### config.mk
export PLATFORM = sky130hd
export DESIGN_NAME = lcd_frame_writer
export DESIGN_NICKNAME = d
export VERILOG_FILES = /design/src/rtl/lcd_pkg.sv /design/src/rtl/usec_tick.sv /design/src/rtl/lcd_frame_writer.sv
export SDC_FILE = /design/constraint.sdc
export NUM_CORES = 1
export LEC_CHECK = 0
export ABC_AREA = 1
export CORE_UTILIZATION = 55
export CTS_BUF_LIST = sky130_fd_sc_hd__clkbuf_8
export DETAILED_ROUTE_END_ITERATION = 6
export PLACE_DENSITY = 0.82
export SYNTH_ARGS = -nofsm -noshare
export SYNTH_HDL_FRONTEND = slang
export SYNTH_SLANG_ARGS = --single-unit
### constraint.sdc
create_clock -name clk -period 14.4 [get_ports clk]
set_input_delay 2.88 -clock clk [delete_from_list [all_inputs] [get_ports clk]]
set_output_delay 2.88 -clock clk [all_outputs]
set_load 0.005 [all_outputs]
### src/rtl/lcd_pkg.sv
`default_nettype none
// ============================================================================
// Module   : lcd_pkg
// Purpose  : Shared constants, state encoding and init-ROM helper for the
//            I2C character-LCD frame writer.
// Revision : 1.0 - initial release
// ============================================================================
package lcd_pkg;

    // HD44780 commands used by the init sequence and the frame addressing
    localparam logic [7:0] WAKE_8BIT    = 8'h33;
    localparam logic [7:0] WAKE_4BIT    = 8'h32;
    localparam logic [7:0] CLEAR        = 8'h01;
    localparam logic [7:0] FUNC_4BIT_2L = 8'h28;
    localparam logic [7:0] DISP_ON      = 8'h0C;
    localparam logic [7:0] ENTRY_INC    = 8'h06;
    localparam logic [7:0] DDRAM_L1     = 8'h80;
    localparam logic [7:0] DDRAM_L2     = 8'hC0;

    localparam logic RS_CMD  = 1'b0;
    localparam logic RS_DATA = 1'b1;

    // Last byte index of each sequence
    localparam logic [5:0] INIT_LAST  = 6'd5;
    localparam logic [5:0] FRAME_LAST = 6'd33;

    // One-hot sequencer states
    typedef enum logic [5:0] {
        S_PWR_WAIT = 6'b000001,
        S_LOAD     = 6'b000010,
        S_SEND     = 6'b000100,
        S_BUSY     = 6'b001000,
        S_GAP      = 6'b010000,
        S_IDLE     = 6'b100000
    } state_t;

    // Power-up init command ROM; all entries are commands
    function automatic logic [7:0] init_rom(input logic [5:0] idx);
        logic [7:0] b;
        case (idx)
            6'd0:    b = WAKE_8BIT;
            6'd1:    b = WAKE_4BIT;
            6'd2:    b = FUNC_4BIT_2L;
            6'd3:    b = DISP_ON;
            6'd4:    b = CLEAR;
            6'd5:    b = ENTRY_INC;
            default: b = 8'h00;
        endcase
        return b;
    endfunction

endpackage
`default_nettype wire

### src/rtl/usec_tick.sv
`default_nettype none
// ============================================================================
// Module   : usec_tick
// Purpose  : Free-running one-cycle pulse every CLK_PER_US clock cycles.
// Revision : 1.0 - initial release
// ============================================================================
module usec_tick #(
    parameter int CLK_PER_US = 125
) (
    input  logic clk,
    input  logic reset_p,
    output logic o_tick
);

    localparam int         W      = (CLK_PER_US > 1) ? $clog2(CLK_PER_US) : 1;
    localparam logic [W-1:0] c_LAST = W'(CLK_PER_US - 1);

    logic [W-1:0] r_cnt;
    logic         r_tick;

    // Divide the clock down and emit a registered pulse on wrap
    always_ff @(posedge clk or posedge reset_p) begin
        if (reset_p) begin
            r_cnt  <= '0;
            r_tick <= 1'b0;
        end else if (r_cnt == c_LAST) begin
            r_cnt  <= '0;
            r_tick <= 1'b1;
        end else begin
            r_cnt  <= r_cnt + W'(1);
            r_tick <= 1'b0;
        end
    end

    assign o_tick = r_tick;

endmodule
`default_nettype wire

### src/rtl/lcd_frame_writer.sv
`default_nettype none
// ============================================================================
// Module   : lcd_frame_writer
// Purpose  : Sequences HD44780 4-bit init, then writes two 16-char lines per
//            refresh request, one byte at a time, paced by busy_flag.
// Revision : 1.0 - initial release
// ============================================================================
module lcd_frame_writer
    import lcd_pkg::*;
#(
    parameter int CLK_PER_US    = 125,
    parameter int PWR_WAIT_US   = 40000,
    parameter int CLEAR_WAIT_US = 2000,
    parameter int GAP_US        = 50
) (
    input  logic         clk,
    input  logic         reset_p,
    input  logic         refresh,
    input  logic [127:0] text_line1,
    input  logic [127:0] text_line2,
    input  logic         busy_flag,
    output logic [7:0]   send_buffer,
    output logic         rs,
    output logic         send,
    output logic         init_done,
    output logic         ready
);

    state_t       r_state;
    logic [5:0]   r_idx;
    logic         r_frame;        // 0 = init ROM, 1 = frame bytes
    logic         r_pending;
    logic         r_refresh_d;
    logic [255:0] r_snap;         // {line1, line2}, column 0 of line1 at MSB
    logic [31:0]  r_us_cnt;
    logic [7:0]   r_send_buffer;
    logic         r_rs;
    logic         r_send;
    logic         r_init_done;
    logic         r_ready;

    logic         w_tick;
    logic         w_rise;
    logic         w_last;
    logic         w_was_clear;
    logic [31:0]  w_gap_target;
    logic [4:0]   w_char_idx;
    logic [7:0]   w_bitpos;
    logic [7:0]   w_byte;
    logic         w_rs;

    usec_tick #(
        .CLK_PER_US (CLK_PER_US)
    ) u_usec_tick (
        .clk     (clk),
        .reset_p (reset_p),
        .o_tick  (w_tick)
    );

    assign w_rise       = refresh & ~r_refresh_d;
    assign w_last       = r_frame ? (r_idx == FRAME_LAST) : (r_idx == INIT_LAST);
    assign w_was_clear  = (r_send_buffer == CLEAR) && (r_rs == RS_CMD);
    assign w_gap_target = w_was_clear ? 32'(GAP_US + CLEAR_WAIT_US) : 32'(GAP_US);

    // Frame indices 1..16 map to chars 0..15, 18..33 map to chars 16..31
    assign w_char_idx = (r_idx <= 6'd16) ? 5'(r_idx - 6'd1) : 5'(r_idx - 6'd2);
    assign w_bitpos   = 8'd255 - {w_char_idx, 3'b000};

    // Select the byte and register-select for the current index
    always_comb begin
        w_byte = 8'h00;
        w_rs   = RS_CMD;
        if (!r_frame) begin
            w_byte = init_rom(r_idx);
        end else if (r_idx == 6'd0) begin
            w_byte = DDRAM_L1;
        end else if (r_idx == 6'd17) begin
            w_byte = DDRAM_L2;
        end else begin
            w_byte = r_snap[w_bitpos -: 8];
            w_rs   = RS_DATA;
        end
    end

    // Main sequencer: power wait, init ROM, frame writes and refresh capture
    always_ff @(posedge clk or posedge reset_p) begin
        if (reset_p) begin
            r_state       <= S_PWR_WAIT;
            r_idx         <= 6'd0;
            r_frame       <= 1'b0;
            r_pending     <= 1'b0;
            r_refresh_d   <= 1'b0;
            r_snap        <= '0;
            r_us_cnt      <= 32'd0;
            r_send_buffer <= 8'h00;
            r_rs          <= RS_CMD;
            r_send        <= 1'b0;
            r_init_done   <= 1'b0;
            r_ready       <= 1'b0;
        end else begin
            r_refresh_d <= refresh;
            r_ready     <= (r_state == S_IDLE) && !r_pending;

            // Requests arriving while busy collapse into one pending frame
            if (w_rise && (r_state != S_IDLE)) begin
                r_pending <= 1'b1;
            end

            case (r_state)
                S_PWR_WAIT: begin
                    if (w_tick) begin
                        if (r_us_cnt + 32'd1 >= 32'(PWR_WAIT_US)) begin
                            r_us_cnt <= 32'd0;
                            r_idx    <= 6'd0;
                            r_frame  <= 1'b0;
                            r_state  <= S_LOAD;
                        end else begin
                            r_us_cnt <= r_us_cnt + 32'd1;
                        end
                    end
                end
                S_LOAD: begin
                    r_send_buffer <= w_byte;
                    r_rs          <= w_rs;
                    r_send        <= 1'b1;
                    r_state       <= S_SEND;
                end
                S_SEND: begin
                    if (busy_flag) begin
                        r_send  <= 1'b0;
                        r_state <= S_BUSY;
                    end
                end
                S_BUSY: begin
                    if (!busy_flag) begin
                        r_us_cnt <= 32'd0;
                        r_state  <= S_GAP;
                    end
                end
                S_GAP: begin
                    if (w_tick) begin
                        if (r_us_cnt + 32'd1 >= w_gap_target) begin
                            r_us_cnt <= 32'd0;
                            if (w_last) begin
                                if (!r_frame) begin
                                    r_init_done <= 1'b1;
                                end
                                r_state <= S_IDLE;
                            end else begin
                                r_idx   <= r_idx + 6'd1;
                                r_state <= S_LOAD;
                            end
                        end else begin
                            r_us_cnt <= r_us_cnt + 32'd1;
                        end
                    end
                end
                S_IDLE: begin
                    if (r_pending || w_rise) begin
                        r_pending <= 1'b0;
                        r_snap    <= {text_line1, text_line2};
                        r_idx     <= 6'd0;
                        r_frame   <= 1'b1;
                        r_state   <= S_LOAD;
                    end
                end
                default: begin
                    r_state <= S_PWR_WAIT;
                end
            endcase
        end
    end

    assign send_buffer = r_send_buffer;
    assign rs          = r_rs;
    assign send        = r_send;
    assign init_done   = r_init_done;
    assign ready       = r_ready;

endmodule
`default_nettype wire

### Yosys cells after proc, flatten, opt, wreduce, memory -nomap -nowiden

Cells that the tools add are included.

| operators by class | value |
|---|---|
| add/subtract/negate cells | 6 |
| $lt $le $gt $ge | 3 |
| equal/unequal tests | 24 |
| shifts and indexed selects | 1 |
| multiplexer cells | 43 |
| bitwise operators | 4 |
| reduce and logical (&&, ||, !) cells | 17 |

Operators with widths:

| kind | count |
|---|---|
| $shiftx A263 B9 Y8 | 1 |
| $mux W32 | 5 |
| $pmux W32 S3 | 1 |
| $mux W6 | 14 |
| $pmux W6 S6 | 2 |
| $add A32 B1 Y32 const B | 1 |
| $ge A32 B12 Y1 | 1 |
| $ge A32 B16 Y1 const B | 1 |
| $mux W8 | 3 |
| $eq A6 B2 Y1 const B | 3 |
| $eq A6 B3 Y1 const B | 3 |
| $pmux W6 S3 | 1 |
| $reduce_and A7 Y1 | 2 |
| $eq A6 B1 Y1 const B | 2 |
| $eq A6 B5 Y1 const B | 2 |
| $eq A6 B6 Y1 const B | 2 |
| $mux W1 | 12 |
| $mux W12 | 1 |
| $ne A2 B2 Y1 const B | 5 |
| $eq A8 B1 Y1 const B | 1 |
| $reduce_and A4 Y1 | 2 |
| $sub A8 B8 Y8 const A | 1 |
| $add A7 B1 Y7 const B | 1 |
| $eq A7 B7 Y1 const B | 1 |
| other kinds (20) | 30 |

| storage, ports and cells | value |
|---|---|
| flip-flop bits (word level) | 323 |
| input bits | 260 |
| output and inout bits | 12 |
| word-level logic and storage cells | 112 |

### Depth between registers and ports, before layout

Gate-level depths: netlist of run 1.

| logic depth | value |
|---|---|
| depth in word-level cells | 7 |
| gate-level depth with buffers | 18 |
| gate-level depth less buffers | 18 |

### Hierarchy

A second synthesis of run 1 with hierarchy kept.

| second synthesis, totals | value |
|---|---|
| cells, all modules | 1870 |
| area, all modules | 16442.0 um2 |

Modules (own cells, without submodules):

| module | times used | cells each | area each (um2) | sequential area each (um2) |
|---|---|---|---|---|
| lcd_frame_writer | 1 | 1825 | 16049.1 | 7883.8 |
| usec_tick | 1 | 45 | 392.9 | 200.2 |

### Worst setup path after synthesis of run 1

Ideal clock, no wire load.

| timing | value |
|---|---|
| path kind | input-to-reg |
| start | input refresh |
| end | register r_snap[206] |
| library setup time | 0.133 ns |
| arrival time | 4.233 ns |
| required time | 14.267 ns |
| setup slack | 10.034 ns |
| cell stages on the path | 7 |
| path buffers | 3 |
| cells stage by stage | a21oi_1 > inv_1 > nand2_1 > clkbuf_1 > clkbuf_1 > clkbuf_1 > a21oi_1 |

| on the way | value |
|---|---|
| word-level cells in the longest chain between the ends | 3 |

Ends and longest elaborated chain:

| what | line | source |
|---|---|---|
| from (decl) | lcd_frame_writer.sv:18 | `input logic refresh,` |
| $and A1 B1 Y1 | lcd_frame_writer.sv:60 | `assign w_rise = refresh & ~r_refresh_d;` |
| $logic_or A1 B1 Y1 | lcd_frame_writer.sv:159 | `if (r_pending \|\| w_rise) begin` |
| $reduce_and A2 Y1 (no source line) | - |  |
| to (signal assigned) | lcd_frame_writer.sv:161 | `r_snap <= {text_line1, text_line2};` |
| to (decl) | lcd_frame_writer.sv:34 | `logic [255:0] r_snap;` |

Every way passes these cells.
A chain may end at the register's enable or synchronous reset.

### Worst setup path after layout of run 1

| timing | value |
|---|---|
| start | input refresh |
| end | register r_snap[45] |

Same word-level chain as after synthesis.

==> results.py, run 1 <==
metrics = {
    "timing": {
        "report.final.slew_viol_count": 0,
        "period_share": 0.3773,
        "rsz0062_at_grt": "no",
        "max_slew.worst_pin.slew_ns": 1.193,
        "max_freq_mhz": 184.0,
        "layout_min_cycle_time_ns": 5.434,
        "finalHoldViolations": 0,
        "slew-limit-headroom": 0.2021,
        "setup_tns_ns": 0,
        "setup_viol": 0,
        "skew_ns": 0.04653,
    },
    "clocking": {
        "cts_root_buf": "clkbuf_8",
        "clk_pin_slew_ns": 0.06,
        "cts_num_sinks": 323,
        "cts_tree": "done",
        "cts_buffers": 54,
        "cts_resized": 0,
        "cts_setup_buffers": 0,
        "ctsHoldBuffers": 0,
        "cts_max_path_buffers": 3,
        "clock_latency_ns": 0.61,
        "cts_max_level": 2,
    },
    "detailed_routing": {
        "dr_total_vias": 14303,
        "drc": 0,
        "wl_per_cell_um": 17.75,
        "drtPass1Iterations": 5,
        "drt_iter0_drc": 1102,
        "viasPerCell": 5.542,
        "drtAntennaViolNets": 0,
        "drt-total-wl_mm": 45.82,
    },
    "floorplanning": {
        "die_h_um": 175.9,
        "die_w_um": 175.9,
        "coreArea_sq_um": 29720,
        "placementRows": 63,
        "start_util": 0.5595,
        "die_area_sq_um": 30930,
        "ioPinCount": 272,
    },
    "final_layout": {
        "regArea_sq_um": 8084,
        "fill_cells": 2285,
        "drive_gt1_frac": 0.1617,
        "design_area_sq_um": 20750,
        "area_growth_pct": 24.82,
        "multi_input_area_sq_um": 7580,
        "final_nets": 2412,
    },
    "worst_setup_path": {
        "slowest_delay_ns": 0.78,
        "cp_num_buf_inv": 4,
        "cp-end-kind": "flip-flop",
        "crit_chain": "clkdlybuf4s50_1 > a21oi_1 > inv_1 > nand2_4 > buf_4 > buf_12 > mux2_2",
        "r2r-start": "r_idx[0]$_DFFE_PP0P_",
        "crit_fanout": 200,
        "start_kind": "primary input",
        "critPathRequiredTime_ns": 14.88,
        "crit_path_top_delay_cell": "buf_4",
        "worstSetupStartpoint": "refresh",
        "path_class": "primary input to flip-flop",
        "cp_top_family": "buffers and inverters",
        "worstPathArrival_ns": 5.92,
    },
    "synth": {
        "ys_ff_latch": 323,
        "synth_edf_count": 0,
        "synth_most_common_cell": "nand2_1",
        "ys_types": 40,
        "netlist_area_sq_um": 16630,
        "synth_fp_nets": 2166,
        "yosys.area.top_type_share": 0.4846,
        "synth_top_cell_by_area": "dfrtp_1",
        "syn_area_per_cell_sq_um": 8.783,
        "synth.area.top_cells": "dfrtp_1, mux2_2, nand2_1",
        "ys.flop_type": "dfrtp_1",
        "yosysSeqAreaShare": 0.4862,
        "netlist_top_cells_count": "nand2_1, dfrtp_1, nand3_1, mux2_2, inv_1",
        "synthArstFlopShare": 1.000,
        "synth-warning-count": 0,
        "netlist_instances": 1893,
    },
    "global_route": {
        "grt_max_degree": 201,
        "grt_pass1_wl_mm": 73.28,
        "grt-ovfl-total": 0,
        "grt_pass1_vias": 14281,
        "antenna_found_initial": 11,
        "grt_usage": 0.3030,
    },
    "flow_run": {
        "max_cap_viol_count": 0,
    },
    "outcome": {
        "outcome": "finished, final reports clean",
    },
    "hold_path": {
        "hold_start": "r_pending$_DFF_PP0_",
        "hold_path.class": "flip-flop to flip-flop",
    },
    "placement": {
        "place_congestion": 0.9005,
        "numPortBuffers": 271,
        "post_dp_cell_area_sq_um": 19550,
        "dp_hpwl_mm": 31.54,
    },
    "power": {
        "p_leak_nw": 10.35,
        "power_density_nw_per_um2": 90.09,
        "vdd_drop_max_mv": 0.07458,
    },
}
per-layer routing:
layer / share of wire / GRT usage / vias up / wire length, um
li1: - / - / 6705 / -
met1: 0.39 / 0.3769 / 6884 / 18050
met2: 0.49 / 0.5061 / 583 / 22300
met3: 0.078 / 0.07013 / 125 / 3591
met4: 0.040 / 0.1283 / 6 / 1835
met5: 0.00089 / 0 / - / 41
kinds of logic after synthesis:
logic type               after synthesis  synth area share
adder cells (fa/ha/maj)               13          0.009784
AO/OA/AOI/OAI                        116           0.03989
XOR/XNOR                              14          0.007375
multiplexers                         212            0.1436
AND/OR/NAND/NOR                      967            0.2529
buffers and inverters                248           0.06020
flip-flops                           323            0.4862
through the flow:
stage,util,std cells,hold slack [ns],worst slack [ns],total power [mW]
floorplan,-,1893,0.4035,2.580,0.9388
global placement,0.6580,2473,0.4370,8.444,1.020
detailed placement,0.6580,2473,0.4522,8.416,1.020
CTS,0.6977,2573,0.4616,9.043,1.882
global route,0.6982,2580,0.4887,8.840,1.932
finish,0.6983,2581,0.4510,8.966,1.870
state kept, by name (all words and copies together) (netlist names):
register	cells
ready	1
u_usec_tick.o_tick	1
r_us_cnt	32
send_buffer	8
rs	1
init_done	1
send	1
r_idx	6
r_frame	1
r_refresh_d	1
r_snap	256
r_state	6
r_pending	1
u_usec_tick.r_cnt	7
worst register-to-register path, stage by stage (launching register included):
cell and delay [ns]:
dfrtp_1 0.51, inv_1 0.15, ha_1 0.26, nand3_2 0.12
nand3_1 0.35, nand2_4 0.74, buf_4 0.85, nand2_1 0.17
nand3_1 0.13, nand3_1 0.21, nand3_1 0.20, nand3_1 0.09
nand2_1 0.11, nand2_1 0.07, a21boi_1 0.15
area by class of cell:
| type | count | area share |
|---|---|---|
| diodes | 8 | 0.0009647 |
| clock buffers | 72 | 0.04775 |
| multi-input cells | 1322 | 0.3652 |
| clock inverters | 28 | 0.009044 |
| inverters | 156 | 0.02864 |
| flip-flops and latches | 323 | 0.3895 |
| repair buffers | 282 | 0.1353 |
| well taps | 390 | 0.02351 |
placed cells by master (no fill, tap or decap), drive strengths merged:
cell type      count
a21boi             6
a21oi             62
a31o               1
a31oi              1
a41oi              1
and2               2
buf               11
bufinv             2
clkbuf            72
clkdlybuf4s50    271
clkinv            10
dfrtp            322
dfstp              1
diode              8
ha                13
inv              172
mux2             212
nand2            499
nand3            276
nand3b             3
nand4             13
nor2             155
nor3               9
nor3b              2
nor4               2
o211ai            18
o21a               1
o21ai             26
or2                5
or4                1
xnor2              3
xor2              11
power by group:
part           switching, mW  internal (mW)  leakage [nW]
clock                  0.382          0.485         0.676
combinational         0.0319         0.0622          5.42
sequential         0.0000506          0.908          4.26
total                  0.414           1.46          10.4
path summary, 6_finish.rpt:
check,to,slack [ns],cells past startpoint
max reg2reg,send_buffer[4]$_DFFE_PP0P_,10.17,14
min reg2reg,ready$_DFF_PP0_,0.45,1
min in group asynchronous,r_snap[62]$_DFFE_PP0P_,2.86,2
min,ready$_DFF_PP0_,0.45,1
max,r_snap[45]$_DFFE_PP0P_,8.97,7
max in group asynchronous,u_usec_tick.r_cnt[1]$_DFF_PP0_,9.42,4
No activity file was read; power rests on OpenSTA's default activity.
==> run 2, diff against run 1 <==
==> constraint.sdc (replaced) <==
create_clock -name clk -period 5.39 [get_ports clk]
set_input_delay 1.078 -clock clk [delete_from_list [all_inputs] [get_ports clk]]
set_output_delay 1.078 -clock clk [all_outputs]
set_load 0.005 [all_outputs]
==> run 2 against run 1 <==
  * Clock power up 140%
  * Via count increased by 1.1%
  * Combinational power rose to 2.8 times the previous value
  * First-iteration DRC count rose by 21%
  * Setup slack worse by 7.4 ns
  * Sequential share of layout area is 0.17 points higher
  * Wire length rose by 2.4%
  * Critical path depth increased by 9
  * Die area unchanged
  * Critical endpoint is now send_buffer[6]$_DFFE_PP0P_
  * Largest power group unchanged
==> results.py, run 2 (synthesized netlist as in run 1, its figures left out) <==
metrics = {
    "outcome": {
        "outcome": "finished, final reports clean",
    },
    "worst_setup_path": {
        "cp_num_buf_inv": 3,
        "cp_top_family": "buffers and inverters",
        "cp-end-kind": "flip-flop",
        "path_class": "flip-flop to flip-flop",
        "r2r.worst_path.cells": 16,
        "r2r-start": "r_idx[0]$_DFFE_PP0P_",
        "crit_fanout": 79,
        "crit_chain": "inv_1 > ha_1 > nand3_2 > nand3_1 > nand2_4 > buf_4 > buf_4 > nand2_1 > o211ai_1 > o211ai_1 > nand3_1 > nand2_1 > nand2_1 > nand3_1 > nand2_1 > nand2_1",
        "crit_path_top_delay_cell": "buf_4",
        "path_common_cell": "nand2_1",
        "start_kind": "flip-flop",
        "worstPathArrival_ns": 4.27,
        "slowest_delay_ns": 0.68,
        "r2r_setup_slack_ns": 1.61,
        "rr_endpoint": "send_buffer[6]$_DFFE_PP0P_",
        "critPathRequiredTime_ns": 5.88,
    },
    "timing": {
        "period_share": 0.7015,
        "setup_tns_ns": 0,
        "slew-limit-headroom": 0.2020,
        "finalHoldViolations": 0,
        "max_freq_mhz": 264.5,
        "max_slew.worst_pin.slew_ns": 1.195,
        "skew_ns": 0.04171,
        "rsz0062_at_grt": "no",
        "layout_min_cycle_time_ns": 3.781,
        "report.final.slew_viol_count": 0,
        "setup_viol": 0,
    },
    "global_route": {
        "grt_pass1_wl_mm": 74.15,
        "grt-ovfl-total": 0,
        "grt_pass1_vias": 14242,
        "grt_usage": 0.3063,
        "grt_max_degree": 155,
        "antenna_found_initial": 4,
    },
    "final_layout": {
        "design_area_sq_um": 20660,
        "largest_register_ffs": 256,
        "layout_commonest_cell": "nand2_1",
        "drive_gt1_frac": 0.1592,
        "postLayoutCoreUtil": 0.6953,
        "mostFrequentLayoutCells": "nand2_1, dfrtp_1, clkdlybuf4s50_1",
        "final_nets": 2413,
        "fin_cells": 2572,
        "area_growth_pct": 24.28,
        "regMostFlops": "r_snap",
    },
    "clocking": {
        "cts_setup_buffers": 0,
        "cts_buffers": 52,
        "cts_root_buf": "clkbuf_8",
        "cts_max_level": 2,
        "ctsHoldBuffers": 0,
        "cts_max_path_buffers": 3,
        "cts_num_sinks": 323,
        "clk_pin_slew_ns": 0.07,
        "cts_tree": "done",
        "clock_latency_ns": 0.61,
        "cts_resized": 0,
    },
    "power": {
        "total_power_mw": 4.788,
        "p_leak_nw": 10.32,
        "vdd_drop_max_mv": 0.1631,
        "power_density_nw_per_um2": 231.7,
    },
    "placement": {
        "dp_hpwl_mm": 33.39,
        "numPortBuffers": 271,
        "place_congestion": 0.9415,
        "post_dp_cell_area_sq_um": 19620,
        "dp_cells": 2476,
    },
    "flow_run": {
        "max_cap_viol_count": 0,
    },
    "detailed_routing": {
        "drtAntennaViolNets": 0,
        "drt-total-wl_mm": 46.93,
        "dr_total_vias": 14460,
        "viasPerCell": 5.622,
        "wl_per_cell_um": 18.25,
        "drc": 0,
        "drt_iter0_drc": 1332,
        "drtPass1Iterations": 6,
    },
    "floorplanning": {
        "coreArea_sq_um": 29720,
        "start_util": 0.5595,
        "ioPinCount": 272,
        "die_area_sq_um": 30930,
        "die_h_um": 175.9,
        "die_w_um": 175.9,
        "placementRows": 63,
    },
    "hold_path": {
        "hold_depth": 1,
        "hold_path.class": "flip-flop to flip-flop",
        "hold_start": "r_pending$_DFF_PP0_",
        "whs_endpoint": "ready$_DFF_PP0_",
    },
}
[run 2: cell count changes in the layout (fill, tap and decap cells not counted), sizes merged]
| cell | previous run | this run |
|---|---|---|
| inv | 172 | 173 |
| bufinv | 2 | 0 |
| diode | 8 | 2 |
| clkbuf | 72 | 66 |
| buf | 11 | 14 |
| clkinvlp | 0 | 1 |
[run 2: cell type report]
class | instances | area [sq um]
sequential | 323 | 8084
clock buffer | 66 | 908.4
clock inverter | 28 | 131.4
inverter | 156 | 590.6
timing repair buffer | 285 | 2880
fill | 2324 | 9055
multi-input combinational | 1322 | 7575
antenna | 2 | 5.005
tap | 390 | 488.0
[run 2: worst max path at each step]
stage,endpoint,start,slack [ns],cells past startpoint
3_3_place_gp,send_buffer[6]$_DFFE_PP0P_,r_idx[0]$_DFFE_PP0P_,1.82,16
4_1_cts,send_buffer[6]$_DFFE_PP0P_,r_idx[0]$_DFFE_PP0P_,1.66,16
3_5_place_dp,send_buffer[6]$_DFFE_PP0P_,r_idx[0]$_DFFE_PP0P_,1.67,16
5_1_grt,send_buffer[7]$_DFFE_PP0P_,r_idx[0]$_DFFE_PP0P_,1.26,16
2_1_floorplan,init_done$_DFFE_PP0P_,reset_p,0.004,1
6_report,send_buffer[6]$_DFFE_PP0P_,r_idx[0]$_DFFE_PP0P_,1.61,16
[run 2: per-stage QoR]
| step | worst slack (ns) | hold slack, ns |
|---|---|---|
| 6_report | 1.609 | 0.4391 |
| 5_1_grt | 1.261 | 0.4494 |
| 4_1_cts | 1.657 | 0.4488 |
| 3_5_place_dp | 1.670 | 0.4440 |
| 3_3_place_gp | 1.823 | 0.4249 |
| 2_1_floorplan | 0.004058 | 0.4035 |
[run 2: layer usage]
metal  GRT usage  part of all wire  vias up
met4      0.1145             0.033        2
met5           0           0.00032        -
li1            -                 -     6699
met3     0.05173             0.068      105
met1      0.4016              0.41     7040
met2      0.5099              0.49      614
[run 2: where the power goes]
group | leakage [nW] | switching, mW | internal (mW)
Combinational | 5.45 | 0.0933 | 0.168
Clock | 0.615 | 0.999 | 1.10
Sequential | 4.26 | 0.0000919 | 2.43
Total | 10.3 | 1.09 | 3.70
==> run 3, diff against run 2 <==
==> constraint.sdc (replaced) <==
create_clock -name clk -period 3.7 [get_ports clk]
set_input_delay 0.74 -clock clk [delete_from_list [all_inputs] [get_ports clk]]
set_output_delay 0.74 -clock clk [all_outputs]
set_load 0.005 [all_outputs]
==> run 3 against run 2 <==
  * Sequential cell count stayed put
  * Wire length increased by 2.2%
  * Sequential share of layout area is 0.48 points lower
  * Maximum frequency is 25% higher
  * Non-clock buffer count up 12
  * Clock skew fell by 0.013 ns
  * Setup slack got worse by 0.94 ns
  * Final cell count is 0.35% higher
  * Critical path depth decreased by 2
  * Combinational power rose by 45%
  * Sequential power increased by 45%
  * Critical path type unchanged
  * Highest routed layer unchanged
==> results.py, run 3 (synthesized netlist as in run 1, its figures left out) <==
metrics = {
    "outcome": {
        "outcome": "finished, final reports clean",
    },
    "detailed_routing": {
        "met2WireLength_mm": 23.05,
        "top_layer_used": "met5",
        "drtPass1Iterations": 6,
        "viasPerCell": 5.617,
        "drc": 0,
        "drt_iter0_drc": 1249,
        "wl_met3_mm": 3.854,
        "met1_length_mm": 18.95,
        "dr_total_vias": 14497,
        "drt-total-wl_mm": 47.97,
        "drtAntennaViolNets": 0,
        "wl_per_cell_um": 18.58,
    },
    "timing": {
        "setup_ws_ns": 0.6667,
        "max_freq_mhz": 329.7,
        "finalHoldViolations": 0,
        "skew_ns": 0.02860,
        "setup_viol": 0,
        "report.final.slew_viol_count": 0,
        "period_share": 0.8198,
        "rsz0062_at_grt": "no",
        "layout_min_cycle_time_ns": 3.033,
        "holdWs_ns": 0.4343,
        "setup_tns_ns": 0,
        "max_slew.worst_pin.slew_ns": 1.097,
        "slew-limit-headroom": 0.2681,
    },
    "worst_setup_path": {
        "path_common_cell": "nand3_1",
        "cp_num_buf_inv": 2,
        "start_kind": "flip-flop",
        "crit_chain": "inv_1 > ha_1 > nand3_2 > nand3_1 > nand2_4 > buf_4 > nand2_1 > nand3_1 > nand3_1 > nand3_1 > nand2_1 > nand2_1 > nand3_1 > a21boi_1",
        "r2r_setup_slack_ns": 0.67,
        "r2r-start": "r_idx[0]$_DFFE_PP0P_",
        "crit_fanout": 64,
        "cp_top_family": "simple AND/OR/NAND/NOR gates",
        "r2r.worst_path.cells": 14,
        "path_class": "flip-flop to flip-flop",
        "crit_path_top_delay_cell": "buf_4",
        "slowest_delay_ns": 0.54,
        "worstPathArrival_ns": 3.56,
        "cp-end-kind": "flip-flop",
        "rr_endpoint": "send_buffer[2]$_DFFE_PP0P_",
        "critPathRequiredTime_ns": 4.23,
    },
    "placement": {
        "post_dp_cell_area_sq_um": 19830,
        "numPortBuffers": 271,
        "dp_hpwl_mm": 34.22,
        "dp_cells": 2488,
        "place_ws_ns": 0.8027,
        "place_congestion": 0.9323,
    },
    "power": {
        "vdd_drop_max_mv": 0.3069,
        "total_power_mw": 7.126,
        "power_density_nw_per_um2": 340.7,
        "p_leak_nw": 10.44,
    },
    "global_route": {
        "grt_pass1_vias": 14844,
        "grt_max_degree": 94,
        "grt_usage": 0.3181,
        "antenna_found_initial": 6,
        "grt-ovfl-total": 0,
        "grt_pass1_wl_mm": 76.84,
    },
    "clocking": {
        "cts_max_path_buffers": 3,
        "clk_pin_slew_ns": 0.06,
        "cts_max_level": 2,
        "cts_num_sinks": 323,
        "cts_buffers": 54,
        "cts_resized": 0,
        "cts_root_buf": "clkbuf_8",
        "cts_tree": "done",
        "cts_setup_buffers": 0,
        "ctsHoldBuffers": 0,
        "clock_latency_ns": 0.63,
    },
    "final_layout": {
        "largest_register_ffs": 256,
        "regMostFlops": "r_snap",
        "final_nets": 2427,
        "mostFrequentLayoutCells": "nand2_1, dfrtp_1, clkdlybuf4s50_1",
        "design_area_sq_um": 20920,
        "postLayoutCoreUtil": 0.7039,
        "fin_cells": 2581,
        "area_growth_pct": 25.81,
        "drive_gt1_frac": 0.1630,
        "layout_commonest_cell": "nand2_1",
    },
    "floorplanning": {
        "die_area_sq_um": 30930,
        "die_h_um": 175.9,
        "die_w_um": 175.9,
        "start_util": 0.5595,
        "ioPinCount": 272,
        "placementRows": 63,
        "coreArea_sq_um": 29720,
    },
    "flow_run": {
        "max_cap_viol_count": 0,
    },
    "hold_path": {
        "hold_start": "r_pending$_DFF_PP0_",
        "hold_depth": 1,
        "hold_path.class": "flip-flop to flip-flop",
        "whs_endpoint": "ready$_DFF_PP0_",
    },
}
[run 3: final cells by class]
class	count	area, sq um
fill	2228	8800
sequential	323	8084
multi-input combinational	1322	7575
timing repair buffer	297	3095
clock buffer	66	908.4
inverter	156	590.6
tap	390	488.0
clock inverter	26	173.9
antenna	1	2.502
[run 3: worst max path at each step]
stage / startpoint / end / slack [ns] / cells after the start
after floorplan: reset_p / init_done$_DFFE_PP0P_ / -1.35 / 1
after global placement: r_idx[0]$_DFFE_PP0P_ / send_buffer[4]$_DFFE_PP0P_ / 0.84 / 13
after detailed placement: r_idx[0]$_DFFE_PP0P_ / send_buffer[4]$_DFFE_PP0P_ / 0.80 / 14
after CTS: r_idx[0]$_DFFE_PP0P_ / send_buffer[2]$_DFFE_PP0P_ / 0.75 / 14
after global routing: r_state[4]$_DFFE_PP0P_ / r_us_cnt[3]$_DFFE_PP0P_ / 0.47 / 12
final: r_idx[0]$_DFFE_PP0P_ / send_buffer[2]$_DFFE_PP0P_ / 0.67 / 14
[run 3: routing by layer]
metal,vias up,track usage
li1,6726,-
met1,7009,0.3972
met2,616,0.5224
met3,136,0.07792
met4,10,0.1435
met5,-,0
[run 3: report_power, final]
part	leakage (nW)	internal (mW)	switching (mW)	total, mW
logic	5.55	0.253	0.128	0.381
clock network	0.629	1.74	1.47	3.21
registers	4.26	3.53	0.000179	3.53
